**config.mk**
```make
export PLATFORM = sky130hd
export DESIGN_NAME = debounce_multi
export DESIGN_NICKNAME = d
export VERILOG_FILES = /design/src/rtl/debounce_multi.sv
export SDC_FILE = /design/constraint.sdc
export NUM_CORES = 1
export LEC_CHECK = 0
export BUFFER_PORTS_ARGS = -buffer_cell sky130_fd_sc_hd__buf_2
export CAP_MARGIN = 20
export CORE_MARGIN = 3
export CORE_UTILIZATION = 40
export CTS_CLUSTER_SIZE = 14
export DETAILED_ROUTE_END_ITERATION = 7
export GPL_ROUTABILITY_DRIVEN = 0
export HOLD_SLACK_MARGIN = 0.05
export PLACE_DENSITY = 0.64
export RECOVER_POWER = 50
export SETUP_SLACK_MARGIN = 0.5
export SLEW_MARGIN = 20
export SYNTH_ARGS = -nofsm -noshare
export SYNTH_HDL_FRONTEND = slang
export SYNTH_SLANG_ARGS = --single-unit
```
**constraint.sdc**
```tcl
create_clock -name clk -period 7.6 [get_ports clk]
set_clock_uncertainty 0.1 [all_clocks]
set_input_delay 1.52 -clock clk [delete_from_list [all_inputs] [get_ports clk]]
set_output_delay 1.52 -clock clk [all_outputs]
set_load 0.01 [all_outputs]
```
**src/rtl/debounce_multi.sv**
```systemverilog
// Multi-channel button debouncer: synchronise raw inputs, sample on a shared tick,
// accept level changes after consecutive stable samples, and pulse press/release/repeat.
module debounce_multi #(
    parameter int CHANNELS       = 4,
    parameter int TICK_DIV       = 90000,
    parameter int STABLE_SAMPLES = 20,
    parameter int REPEAT_DELAY   = 500,
    parameter int REPEAT_PERIOD  = 100,
    parameter int ACTIVE_LOW     = 0
) (
    input  logic                clk,
    input  logic                rst_n,
    input  logic [CHANNELS-1:0] btn_in,
    output logic [CHANNELS-1:0] btn_level,
    output logic [CHANNELS-1:0] btn_press,
    output logic [CHANNELS-1:0] btn_release,
    output logic [CHANNELS-1:0] btn_repeat
);
    localparam int DIV_W     = $clog2(TICK_DIV);
    localparam int CNT_W     = $clog2(STABLE_SAMPLES + 1);
    localparam int HOLD_MAX  = (REPEAT_DELAY > REPEAT_PERIOD) ? REPEAT_DELAY : REPEAT_PERIOD;
    localparam int HOLD_W    = $clog2(HOLD_MAX + 1);
    localparam bit REPEAT_EN = (REPEAT_DELAY > 0);

    localparam logic [DIV_W-1:0]    DIV_LAST    = DIV_W'(TICK_DIV - 1);
    localparam logic [CNT_W-1:0]    CNT_LAST    = CNT_W'(STABLE_SAMPLES - 1);
    localparam logic [HOLD_W-1:0]   DELAY_LAST  = HOLD_W'(REPEAT_EN ? REPEAT_DELAY - 1 : 0);
    localparam logic [HOLD_W-1:0]   PERIOD_LAST = HOLD_W'(REPEAT_PERIOD - 1);
    localparam logic [CHANNELS-1:0] POL_MASK    = {CHANNELS{(ACTIVE_LOW != 0)}};

    logic [DIV_W-1:0]    div_q, div_d;
    logic                tick;
    logic [CHANNELS-1:0] meta_q, sync_q;
    logic [CHANNELS-1:0] level_q, level_d;
    logic [CHANNELS-1:0] press_q, press_d;
    logic [CHANNELS-1:0] release_q, release_d;
    logic [CHANNELS-1:0] repeat_q, repeat_d;
    logic [CHANNELS-1:0] rpt_q, rpt_d;
    logic [CHANNELS-1:0] accept;
    logic [CNT_W-1:0]    cnt_q  [CHANNELS];
    logic [CNT_W-1:0]    cnt_d  [CHANNELS];
    logic [HOLD_W-1:0]   hold_q [CHANNELS];
    logic [HOLD_W-1:0]   hold_d [CHANNELS];

    assign tick  = (div_q == DIV_LAST);
    assign div_d = tick ? '0 : div_q + DIV_W'(1);

    // A change is accepted on the tick that would complete STABLE_SAMPLES disagreeing samples.
    always_comb begin
        accept = '0;
        for (int i = 0; i < CHANNELS; i++) begin
            accept[i] = tick && (sync_q[i] != level_q[i]) && (cnt_q[i] == CNT_LAST);
            if (!tick) begin
                cnt_d[i] = cnt_q[i];
            end else if ((sync_q[i] == level_q[i]) || accept[i]) begin
                cnt_d[i] = '0;
            end else begin
                cnt_d[i] = cnt_q[i] + CNT_W'(1);
            end
        end
    end

    assign level_d   = level_q ^ accept;
    assign press_d   = accept & ~level_q;
    assign release_d = accept & level_q;

    // rpt_q selects the first-repeat delay or the steady repeat period as the hold target.
    always_comb begin
        repeat_d = '0;
        rpt_d    = rpt_q;
        for (int i = 0; i < CHANNELS; i++) begin
            hold_d[i] = hold_q[i];
            if (!level_q[i] || accept[i]) begin
                hold_d[i] = '0;
                rpt_d[i]  = 1'b0;
            end else if (REPEAT_EN && tick) begin
                if (hold_q[i] == (rpt_q[i] ? PERIOD_LAST : DELAY_LAST)) begin
                    repeat_d[i] = 1'b1;
                    hold_d[i]   = '0;
                    rpt_d[i]    = 1'b1;
                end else begin
                    hold_d[i] = hold_q[i] + HOLD_W'(1);
                end
            end
        end
    end

    always_ff @(posedge clk or negedge rst_n) begin
        if (!rst_n) begin
            div_q     <= '0;
            meta_q    <= '0;
            sync_q    <= '0;
            level_q   <= '0;
            press_q   <= '0;
            release_q <= '0;
            repeat_q  <= '0;
            rpt_q     <= '0;
            for (int i = 0; i < CHANNELS; i++) begin
                cnt_q[i]  <= '0;
                hold_q[i] <= '0;
            end
        end else begin
            div_q     <= div_d;
            meta_q    <= btn_in ^ POL_MASK;
            sync_q    <= meta_q;
            level_q   <= level_d;
            press_q   <= press_d;
            release_q <= release_d;
            repeat_q  <= repeat_d;
            rpt_q     <= rpt_d;
            for (int i = 0; i < CHANNELS; i++) begin
                cnt_q[i]  <= cnt_d[i];
                hold_q[i] <= hold_d[i];
            end
        end
    end

    assign btn_level   = level_q;
    assign btn_press   = press_q;
    assign btn_release = release_q;
    assign btn_repeat  = repeat_q;

endmodule

```
==> impl_metrics.yaml, run 1 <==
global_routing:
  grt_pass1_wl_microns: 17700
  grt_start_max_net_pins: 79
  grt-ovfl-total: 0
  via_count_of_the_first_global_routing_pass: 3882
  groute.usage.overall_pct: 15.0
  antenna_violations_before_repair: 0
sta:
  report.final.hold_viol_count: 0
  unrepaired_setup_endpoints_after_global_routing: "no"
  post-route-period-util_pct: 61.6
  post-route-min-period_ns: 4.68
  worstMarginPinSlew_ns: 3.03
  report.final.setup_viol: 0
  highest_achievable_clock_rate_ghz: 0.214
  drv_slew: 79
  relSlewSlack_pct: -102
  totalNegativeSetupSlack_ns: 0
synthesis:
  synth_area_sq_um: 5180
  ys_ff_latch: 101
  synth-seq-area-share_pct: 48.8
  synthesis.area_per_instance_sq_um: 9.85
  edff_count_synth: 0
  post_synth_num_cell_types: 43
  synthesis.instances: 526
  syn_nets: 553
  ys_async_sr_fraction_pct: 100
  synth_warn: 0
  synth_flop_cell: "sky130_fd_sc_hd__dfrtp_1"
min_path:
  worstHoldEndpoint: "sync_q[3]$_DFF_PN0_"
  path_type_of_the_worst_min_delay_path: "register to register"
  worstHoldStart: "meta_q[3]$_DFF_PN0_"
  hold-path-cell-count: 0
layout:
  layout.cells.non_filler: 710
  postLayoutCoreUtil_pct: 46.5
  post_route_cells_drive_above_1_share_pct: 6.09
  area.growth.synth_to_final_pct: 10.5
  nNetsFinal: 564
  n_antenna_cell: 0
clocking:
  hold_buffers: 0
  postCtsResizedCells: 0
  post_cts.repair.setup_buffers: 0
  clock_tree.root_cell: "sky130_fd_sc_hd__clkbuf_16"
  insertion_delay_ns: 0.35
  clock_sinks: 101
  max-clock-path-buffers: 2
  worst_setup_hold_path_clk_slew_ns: 0.07
  cts-htree-levels: 3
  inserted_clock_buffers: 9
  tritoncts: "done"
worst_setup_path:
  critPathSlowestCell: "sky130_fd_sc_hd__clkbuf_1"
  setup.reg_to_reg.worst_slack_ns: 2.92
  rr_worst_depth: 8
  critical_path.max_fanout: 78
  worst_setup_path_end_kind: "register"
  timing.critical_path.max_delay_family: "buffers and inverters"
  worst-path-buf-inv: 2
  worst-endpoint-required_ns: 7.74
  critPathArrivalTime_ns: 4.82
  critical_path_cell_count: 8
  critical_path.startpoint_type: "register"
  regToRegEndpoint: "hold_q[4]$_DFFE_PN0P_"
  cpPeakStageDelay_ns: 2.13
  worstReg2RegStart: "div_q[0]$_DFF_PN0_"
  criticalPathCategory: "register to register"
  worst_path_most_repeated_cell: "sky130_fd_sc_hd__ha_1"
  crit_chain: "ha_1 > nand4_1 > or4_2 > clkbuf_1 > or3_1 > ha_1 > clkinv_1 > o41ai_1"
placement:
  number_of_buffer_cells_added_on_primary_ports: 21
  hpwl_microns: 6630
  dp_cells: 694
route:
  detailedRoute.firstPassIterationCount: 4
  avgRoutedWirePerCell_microns: 14.3
  via_count: 3972
  antenna_violating_nets_post_route: 0
  postRouteWirelength_microns: 10200
  drc: 0
  dr.first_iter.drc_count: 261
  vias_per_cell: 5.59
floorplan:
  num_io_pins: 22
  initial_core_util_pct: 42.1
  die_height_microns: 120
  area_inside_the_core_boundary_sq_um: 12300
  die_width_microns: 120
  num_rows: 40
  die_ar_sq_um: 14400
power:
  vdd_ir_drop_max_v: 0.000107
  power_density_nw_per_um2: 177
  report.power.total_mw: 1.02
  leakagePower_nw: 2.35
run_status:
  run_status: "finished, violations left"
  violations: "max-capacitance violations, max-slew violations"
flow_run:
  maxCapViolations: 1
[synthesized netlist by cell type, types with 2 or more instances]
cell | instances | area, sq um
sky130_fd_sc_hd__xor2_1 | 10 | 87.6
sky130_fd_sc_hd__a221oi_1 | 4 | 35.0
sky130_fd_sc_hd__nor3_1 | 6 | 30.0
sky130_fd_sc_hd__and4_1 | 2 | 17.5
sky130_fd_sc_hd__nand2b_1 | 7 | 43.8
sky130_fd_sc_hd__o21ai_0 | 38 | 190
sky130_fd_sc_hd__clkbuf_1 | 24 | 90.1
sky130_fd_sc_hd__o31ai_1 | 6 | 45.0
sky130_fd_sc_hd__o21bai_1 | 3 | 22.5
sky130_fd_sc_hd__nand2_1 | 54 | 203
sky130_fd_sc_hd__a2bb2oi_1 | 3 | 26.3
sky130_fd_sc_hd__ha_1 | 21 | 263
sky130_fd_sc_hd__o21a_1 | 17 | 128
sky130_fd_sc_hd__nand4b_1 | 14 | 123
sky130_fd_sc_hd__nand3b_1 | 5 | 37.5
sky130_fd_sc_hd__xnor2_1 | 11 | 96.3
sky130_fd_sc_hd__nor4_1 | 19 | 119
sky130_fd_sc_hd__and3_1 | 6 | 37.5
sky130_fd_sc_hd__and2_1 | 3 | 18.8
sky130_fd_sc_hd__nand3_1 | 26 | 130
sky130_fd_sc_hd__nor2_1 | 17 | 63.8
sky130_fd_sc_hd__a21oi_1 | 17 | 85.1
sky130_fd_sc_hd__a211oi_1 | 6 | 45.0
sky130_fd_sc_hd__nand4_1 | 13 | 81.3
sky130_fd_sc_hd__nor2b_1 | 11 | 68.8
sky130_fd_sc_hd__or3_1 | 10 | 62.6
sky130_fd_sc_hd__a21boi_0 | 3 | 22.5
sky130_fd_sc_hd__o2bb2ai_1 | 15 | 131
sky130_fd_sc_hd__o22ai_1 | 7 | 43.8
sky130_fd_sc_hd__or4b_2 | 5 | 50.1
sky130_fd_sc_hd__a22o_1 | 2 | 17.5
sky130_fd_sc_hd__dfrtp_1 | 101 | 2530
sky130_fd_sc_hd__or4_1 | 9 | 67.6
sky130_fd_sc_hd__and3b_1 | 4 | 35.0
sky130_fd_sc_hd__inv_1 | 19 | 71.3
[worst reg2reg max path: cells and delay by family (launching register included)]
| family | cells | cell delay (ns) |
|---|---|---|
| flops | 1 | 0.42 |
| compound gates | 1 | 0.41 |
| simple gates | 3 | 0.65 |
| fa+ha+maj | 2 | 0.59 |
| buf+inv | 2 | 2.41 |
[cell usage in the layout (no fill, tap or decap), types with 9 or more instances in the layout]
master / instances
sky130_fd_sc_hd__a21oi_1: 17
sky130_fd_sc_hd__clkbuf_1: 19
sky130_fd_sc_hd__clkbuf_16: 9
sky130_fd_sc_hd__dfrtp_1: 101
sky130_fd_sc_hd__ha_1: 21
sky130_fd_sc_hd__inv_1: 19
sky130_fd_sc_hd__nand2_1: 54
sky130_fd_sc_hd__nand3_1: 26
sky130_fd_sc_hd__nand4_1: 13
sky130_fd_sc_hd__nand4b_1: 14
sky130_fd_sc_hd__nor2_1: 17
sky130_fd_sc_hd__nor2b_1: 11
sky130_fd_sc_hd__nor4_1: 18
sky130_fd_sc_hd__o21a_1: 17
sky130_fd_sc_hd__o21ai_0: 38
sky130_fd_sc_hd__o2bb2ai_1: 15
sky130_fd_sc_hd__or3_1: 10
sky130_fd_sc_hd__xnor2_1: 11
sky130_fd_sc_hd__xor2_1: 10
[how the worst max path moves through the flow]
stage,endpoint,startpoint,slack (ns)
6_report,hold_q[4]$_DFFE_PN0P_,div_q[0]$_DFF_PN0_,2.92
5_1_grt,hold_q[4]$_DFFE_PN0P_,div_q[0]$_DFF_PN0_,2.38
4_1_cts,hold_q[11]$_DFFE_PN0P_,div_q[4]$_DFF_PN0_,4.14
2_1_floorplan,hold_q[10]$_DFFE_PN0P_,div_q[4]$_DFF_PN0_,4.67
3_3_place_gp,hold_q[20]$_DFFE_PN0P_,div_q[4]$_DFF_PN0_,4.22
3_5_place_dp,hold_q[11]$_DFFE_PN0P_,div_q[4]$_DFF_PN0_,4.15
[where the power goes]
part           internal [mW]  switching, mW
clock network          0.263          0.195
registers              0.540       0.000980
logic                0.00284         0.0130
[through the flow]
step           hold slack [ns]  setup slack (ns)  instance area [sq um]
2_1_floorplan            0.231              4.67                   5180
3_3_place_gp             0.232              4.22                   5450
3_5_place_dp             0.236              4.15                   5460
4_1_cts                  0.251              4.14                   5760
5_1_grt                  0.253              2.38                   5730
6_report                 0.248              2.92                   5730
[metal layers]
metal / routed length, microns / track usage [%]
met5: 0 / 0
met4: 107 / 4.29
met3: 340 / 4.15
met2: 4900 / 25.1
met1: 4840 / 19.0
[final cells by class]
type                    instances  area, sq um
multi-input cells             379         2500
clock inverters                 6         61.3
flip-flops and latches        101         2530
inverters                      20         75.1
clock buffers                  10          239
well taps                     168          210
repair buffers                 26          109
fillers                      1195         6590
[sequential cells by signal, indices dropped and copies added (netlist names)]
register and flops:
hold_q 36, cnt_q 20, div_q 17, btn_level 4
btn_press 4, btn_release 4, btn_repeat 4, meta_q 4
rpt_q 4, sync_q 4
[logic make-up after synthesis]
kind of cell,after synthesis,share of synthesized area [%]
compound gates,124,15.7
xor+xnor,21,3.55
fa+ha+maj,21,5.07
buf+inv,46,3.50
flops,101,48.8
simple gates,213,23.4
(Power assumes the default switching activity.)
==> run 2: changes to the inputs <==
clock period = 4.8 ns   (was 7.6 ns; I/O delays follow)
==> run 2 against run 1 <==
- the flow still finishes with violations (max-capacitance violations, max-slew violations)
- worst setup slack worse by 1.6 ns
- sequential share of layout area about the same
- total power is 53% higher
- register-to-register slack worse by 1.6 ns
- first-iteration DRC count rose by 17%
==> impl_metrics.yaml, run 2 (same netlist as run 1, synthesis figures left out) <==
global_routing:
  grt_start_max_net_pins: 76
  grt-ovfl-total: 0
  antenna_violations_before_repair: 0
  groute.usage.overall_pct: 14.4
  via_count_of_the_first_global_routing_pass: 3751
  grt_pass1_wl_microns: 17000
clocking:
  worst_setup_hold_path_clk_slew_ns: 0.06
  insertion_delay_ns: 0.35
  clock_tree.root_cell: "sky130_fd_sc_hd__clkbuf_16"
  clock_sinks: 101
  tritoncts: "done"
  cts-htree-levels: 3
  post_cts.repair.setup_buffers: 0
  max-clock-path-buffers: 2
  hold_buffers: 0
  postCtsResizedCells: 0
  inserted_clock_buffers: 9
worst_setup_path:
  worst_setup_path_end_kind: "register"
  regToRegEndpoint: "hold_q[11]$_DFFE_PN0P_"
  setup.reg_to_reg.worst_slack_ns: 1.31
  worstReg2RegStart: "div_q[4]$_DFF_PN0_"
  criticalPathCategory: "register to register"
  critical_path.startpoint_type: "register"
  critical_path.max_fanout: 36
  worstSetupStartpoint: "div_q[4]$_DFF_PN0_"
  rr_worst_depth: 7
  critPathArrivalTime_ns: 3.62
  worst-endpoint-required_ns: 4.93
power:
  power_density_nw_per_um2: 272
  leakagePower_nw: 2.35
  vdd_ir_drop_max_v: 0.000151
  report.power.total_mw: 1.56
layout:
  nNetsFinal: 563
  post_route_cells_drive_above_1_share_pct: 7.21
  filler_cell_count: 1156
  reg_top3: "hold_q: 36 flops, cnt_q: 20 flops, div_q: 17 flops"
  most-common-layout-cells: "sky130_fd_sc_hd__dfrtp_1, sky130_fd_sc_hd__nand2_1, sky130_fd_sc_hd__o21ai_0, sky130_fd_sc_hd__nand3_1, sky130_fd_sc_hd__ha_1"
  area.growth.synth_to_final_pct: 10.4
  regMostFlops: "hold_q"
  n_antenna_cell: 0
  area_occupied_by_multi_input_gates_sq_um: 2510
  ff_latch_area_sq_um: 2530
  layout.cells.non_filler: 709
  layout_commonest_cell: "sky130_fd_sc_hd__dfrtp_1"
  max_ffs_per_register: 36
min_path:
  worstHoldEndpoint: "sync_q[3]$_DFF_PN0_"
  path_type_of_the_worst_min_delay_path: "register to register"
  worstHoldStart: "meta_q[3]$_DFF_PN0_"
  hold-path-cell-count: 0
sta:
  relSlewSlack_pct: -24.9
  post-route-period-util_pct: 72.7
  report.final.hold_viol_count: 0
  report.final.setup_viol: 0
  unrepaired_setup_endpoints_after_global_routing: "no"
  worstMarginPinSlew_ns: 1.87
  post-route-min-period_ns: 3.49
  totalNegativeSetupSlack_ns: 0
  whs_ns: 0.249
  highest_achievable_clock_rate_ghz: 0.287
  postLayoutSetupSlackWorst_ns: 1.31
  drv_slew: 76
route:
  avgRoutedWirePerCell_microns: 14.1
  via_count: 3955
  dr.first_iter.drc_count: 305
  postRouteWirelength_microns: 9970
  vias_per_cell: 5.58
  detailedRoute.firstPassIterationCount: 4
  antenna_violating_nets_post_route: 0
  drc: 0
floorplan:
  initial_core_util_pct: 42.1
  die_width_microns: 120
  num_rows: 40
  die_height_microns: 120
  die_ar_sq_um: 14400
  num_io_pins: 22
  area_inside_the_core_boundary_sq_um: 12300
placement:
  dp_cells: 693
  hpwl_microns: 6550
  place_ws_ns: 1.31
  number_of_buffer_cells_added_on_primary_ports: 21
flow_run:
  maxCapViolations: 1
run_status:
  run_status: "finished, violations left"
  violations: "max-capacitance violations, max-slew violations"
==> run 2: layer usage <==
layer	global-route usage, %	vias up	routed length (microns)
met5	0	-	0
met4	3.58	0	91
met3	4.90	9	298
met2	23.7	43	4810
met1	18.1	1949	4770
li1	-	1954	-
==> run 2: worst max path at each step <==
stage	endpoint	slack, ns
after floorplan	hold_q[10]$_DFFE_PN0P_	1.87
after global placement	hold_q[20]$_DFFE_PN0P_	1.42
after detailed placement	hold_q[11]$_DFFE_PN0P_	1.31
after CTS	hold_q[11]$_DFFE_PN0P_	1.29
after global routing	hold_q[27]$_DFFE_PN0P_	0.81
final	hold_q[11]$_DFFE_PN0P_	1.31
==> run 2: worst max-delay path: stages, from the launching register on <==
cell                       delay (ns)
sky130_fd_sc_hd__dfrtp_1         0.44
sky130_fd_sc_hd__or4b_1          0.57
sky130_fd_sc_hd__or4_2           1.02
sky130_fd_sc_hd__or3_1           0.51
sky130_fd_sc_hd__ha_1            0.36
sky130_fd_sc_hd__nand2_1         0.14
sky130_fd_sc_hd__a21oi_1         0.05
sky130_fd_sc_hd__o21bai_1        0.19
==> run 2: stage by stage <==
stage                     utilization [%]  area, sq um
after global placement               44.2         5450
after global routing                 46.5         5720
after floorplan                         -         5180
after CTS                            46.5         5720
after detailed placement             44.2         5450
final                                46.5         5720
==> run 2: cell type report <==
type / instances / share of cell area [%]
well taps: 168 / 3.68
multi-input cells: 379 / 44.0
clock buffers: 10 / 4.00
repair buffers: 25 / 2.03
clock inverters: 6 / 0.809
flip-flops and latches: 101 / 44.2
inverters: 20 / 1.31
==> run 2: report_power, final <==
| group | switching, mW | total [mW] | internal [mW] | leakage [nW] |
|---|---|---|---|---|
| Combinational | 0.0208 | 0.0250 | 0.00428 | 0.843 |
| Sequential | 0.00141 | 0.856 | 0.854 | 1.38 |
| Clock | 0.320 | 0.675 | 0.355 | 0.129 |
| Total | 0.342 | 1.56 | 1.21 | 2.35 |
==> run 3: changes to the inputs <==
ABC_AREA = 1   (was default)
clock period = 3.6 ns   (was 4.8 ns; I/O delays follow)
==> run 3 against run 2 <==
- the run still ends with max-capacitance violations, max-slew violations left
- highest routed layer unchanged
- total power rose by 39%
- area after synthesis rose by 8.6%
- critical path depth grew 6
- via count rose by 13%
- cell count grew 31%
- global-route usage increased by 0.69 points
- largest cell class is now multi-input combinational cells
==> impl_metrics.yaml, run 3 <==
route:
  antenna_violating_nets_post_route: 0
  detailedRoute.firstPassIterationCount: 4
  postRouteWirelength_microns: 11000
  via_count: 4465
  vias_per_cell: 4.80
  drc: 0
  dr.first_iter.drc_count: 288
  avgRoutedWirePerCell_microns: 11.8
global_routing:
  met3_usage_pct: 3.34
  top_usage_layer: "met2"
  via_count_of_the_first_global_routing_pass: 4239
  grt-ovfl-total: 0
  grtUsageMet1_pct: 20.1
  gr-usage-met2_pct: 23.9
  grt_pass1_wl_microns: 19700
  groute.usage.overall_pct: 15.0
  antenna_violations_before_repair: 0
  grt_start_max_net_pins: 73
synthesis:
  post_synth_num_cell_types: 30
  synth-seq-area-share_pct: 44.9
  muxShareOfSynthArea_pct: 0
  synth.top_cells.by_count: "sky130_fd_sc_hd__nand2_1, sky130_fd_sc_hd__inv_1, sky130_fd_sc_hd__dfrtp_1"
  ys_ff_latch: 101
  synth_top_cell_area_share_pct: 44.9
  yosys.area_share.simple_pct: 33.1
  syn_nets: 755
  synth_flop_cell: "sky130_fd_sc_hd__dfrtp_1"
  synthesis.instances: 728
  synth_top_family_by_area: "simple AND/OR/NAND/NOR gates"
  synthXorXnorAreaFrac_pct: 5.60
  synth_top_cells_by_area: "sky130_fd_sc_hd__dfrtp_1, sky130_fd_sc_hd__nand2_1, sky130_fd_sc_hd__inv_1, sky130_fd_sc_hd__nand4_1, sky130_fd_sc_hd__nand3_1"
  yosys.area_share.adder_pct: 4.67
  yosys.area.top_type: "sky130_fd_sc_hd__dfrtp_1"
  synth-compound-area-share_pct: 3.00
  synthMostInstantiatedCell: "sky130_fd_sc_hd__nand2_1"
  synthesis.area_per_instance_sq_um: 7.73
  synth_warn: 0
  ys_async_sr_fraction_pct: 100
  edff_count_synth: 0
  synth_area_sq_um: 5630
run_status:
  run_status: "finished, violations left"
  violations: "max-capacitance violations, max-slew violations"
layout:
  regMostFlops: "hold_q"
  max_ffs_per_register: 36
  nNetsFinal: 777
  n_antenna_cell: 0
  layout_commonest_cell: "sky130_fd_sc_hd__nand2_1"
  reg_top3: "hold_q: 36 flops, cnt_q: 20 flops, div_q: 17 flops"
  most-common-layout-cells: "sky130_fd_sc_hd__nand2_1, sky130_fd_sc_hd__inv_1, sky130_fd_sc_hd__dfrtp_1, sky130_fd_sc_hd__nor2_1, sky130_fd_sc_hd__nand3_1"
  post_route_cells_drive_above_1_share_pct: 7.03
  area.growth.synth_to_final_pct: 9.56
  layout.cells.non_filler: 930
power:
  leakagePower_nw: 3.20
  vdd_ir_drop_max_v: 0.000207
  power_density_nw_per_um2: 349
sta:
  unrepaired_setup_endpoints_after_global_routing: "no"
  post-route-min-period_ns: 2.64
  report.final.hold_viol_count: 0
  relSlewSlack_pct: -15.5
  worstMarginPinSlew_ns: 1.73
  post-route-period-util_pct: 73.4
  highest_achievable_clock_rate_ghz: 0.379
  drv_slew: 73
  totalNegativeSetupSlack_ns: 0
  report.final.setup_viol: 0
clocking:
  worst_setup_hold_path_clk_slew_ns: 0.07
  tritoncts: "done"
  clock_tree.root_cell: "sky130_fd_sc_hd__clkbuf_16"
  max-clock-path-buffers: 2
  inserted_clock_buffers: 9
  postCtsResizedCells: 0
  insertion_delay_ns: 0.35
  post_cts.repair.setup_buffers: 0
  cts-htree-levels: 3
  clock_sinks: 101
  hold_buffers: 0
floorplan:
  die_height_microns: 125
  num_rows: 42
  die_ar_sq_um: 15500
  initial_core_util_pct: 41.7
  area_inside_the_core_boundary_sq_um: 13500
  die_width_microns: 125
  num_io_pins: 22
worst_setup_path:
  critPathArrivalTime_ns: 2.76
  critical_path.max_fanout: 10
  worst-path-buf-inv: 2
  critical_path.startpoint_type: "register"
  crit_chain: "ha_1 > nand2_1 > nor2_1 > nand3_4 > nor2_8 > nand2_1 > nor2_2 > inv_2 > ha_1 > inv_1 > nor2_2 > nand2_1 > o21ai_0"
  cpPeakStageDelay_ns: 0.42
  worst_setup_path_end_kind: "register"
  critPathSlowestCell: "sky130_fd_sc_hd__dfrtp_1"
  worst_path_most_repeated_cell: "sky130_fd_sc_hd__nand2_1"
  worst-endpoint-required_ns: 3.72
  timing.critical_path.max_delay_family: "simple AND/OR/NAND/NOR gates"
  criticalPathCategory: "register to register"
placement:
  hpwl_microns: 7700
  dp_cells: 915
  number_of_buffer_cells_added_on_primary_ports: 21
min_path:
  path_type_of_the_worst_min_delay_path: "register to register"
flow_run:
  maxCapViolations: 1
-- run 3: cell types whose count changed in the layout (fill, tap and decap cells not counted), moves of 15 or more --
cell                        delta
sky130_fd_sc_hd__o21ai_0      -28
sky130_fd_sc_hd__nor4_1       -17
sky130_fd_sc_hd__nand2_1     +165
sky130_fd_sc_hd__xor2_1       +17
sky130_fd_sc_hd__nor2_1       +56
sky130_fd_sc_hd__nand4_1      +34
sky130_fd_sc_hd__nand3_1      +32
sky130_fd_sc_hd__o21a_1       -17
sky130_fd_sc_hd__o2bb2ai_1    -15
sky130_fd_sc_hd__inv_1        +83
-- run 3: cells by family (layout without fill, tap and decap cells) --
kind of cell | after synthesis | count (layout)
AO/OA/AOI/OAI | 32 | 32
XOR/XNOR | 36 | 36
adder cells (fa/ha/maj) | 21 | 21
buffers and inverters | 121 | 147
flip-flops | 101 | 101
AND/OR/NAND/NOR | 417 | 417
-- run 3: per-stage QoR --
stage	hold WS, ns	power [mW]	setup WS, ns	area (sq um)	utilization, %
3_3_place_gp	0.233	1.20	1.17	5890	43.6
6_report	0.247	2.15	0.958	6170	45.7
2_1_floorplan	0.231	1.17	1.23	5630	-
3_5_place_dp	0.240	1.20	1.15	5890	43.6
4_1_cts	0.249	2.19	1.11	6180	45.8
5_1_grt	0.261	2.23	0.567	6170	45.7
-- run 3: power breakdown --
group	leakage [nW]	total [mW]	switching, mW	internal (mW)
clock network	0.143	0.984	0.410	0.574
logic	1.68	0.0298	0.0258	0.00396
registers	1.38	1.14	0.00171	1.14
total	3.20	2.15	0.437	1.72
-- run 3: path summary, 6_finish.rpt --
check	startpoint	endpoint	slack, ns	depth (start not counted)
setup / recovery	div_q[0]$_DFF_PN0_	hold_q[2]$_DFFE_PN0P_	0.96	13
hold / removal	meta_q[0]$_DFF_PN0_	sync_q[0]$_DFF_PN0_	0.25	0
setup reg to reg	div_q[0]$_DFF_PN0_	hold_q[2]$_DFFE_PN0P_	0.96	13
hold reg to reg	meta_q[0]$_DFF_PN0_	sync_q[0]$_DFF_PN0_	0.25	0
max in group asynchronous	rst_n	hold_q[14]$_DFFE_PN0P_	1.10	2
min in group asynchronous	rst_n	hold_q[35]$_DFFE_PN0P_	0.72	1
-- run 3: worst reg2reg max path: cells and delay by family, from the launching register on --
family          cells  cell delay [ns]
fa+ha+maj           2             0.50
buf+inv             2             0.21
simple gates        8             1.21
flops               1             0.42
compound gates      1             0.07
-- run 3: layout make-up --
cell class              count  area [sq um]
clock buffers              14           264
clock inverters             1          30.0
fillers                  1301          7340
inverters                 108           405
multi-input cells         506          2600
flip-flops and latches    101          2530
well taps                 176           220
repair buffers             24           120
-- run 3: routing by layer --
| layer | share of wire, % | up-vias | routed length [microns] |
|---|---|---|---|
| li1 | - | 2351 | - |
| met1 | 49 | 2051 | 5400 |
| met2 | 46 | 48 | 5100 |
| met3 | 2.8 | 15 | 313 |
| met4 | 1.8 | 0 | 202 |
| met5 | 0 | - | 0 |
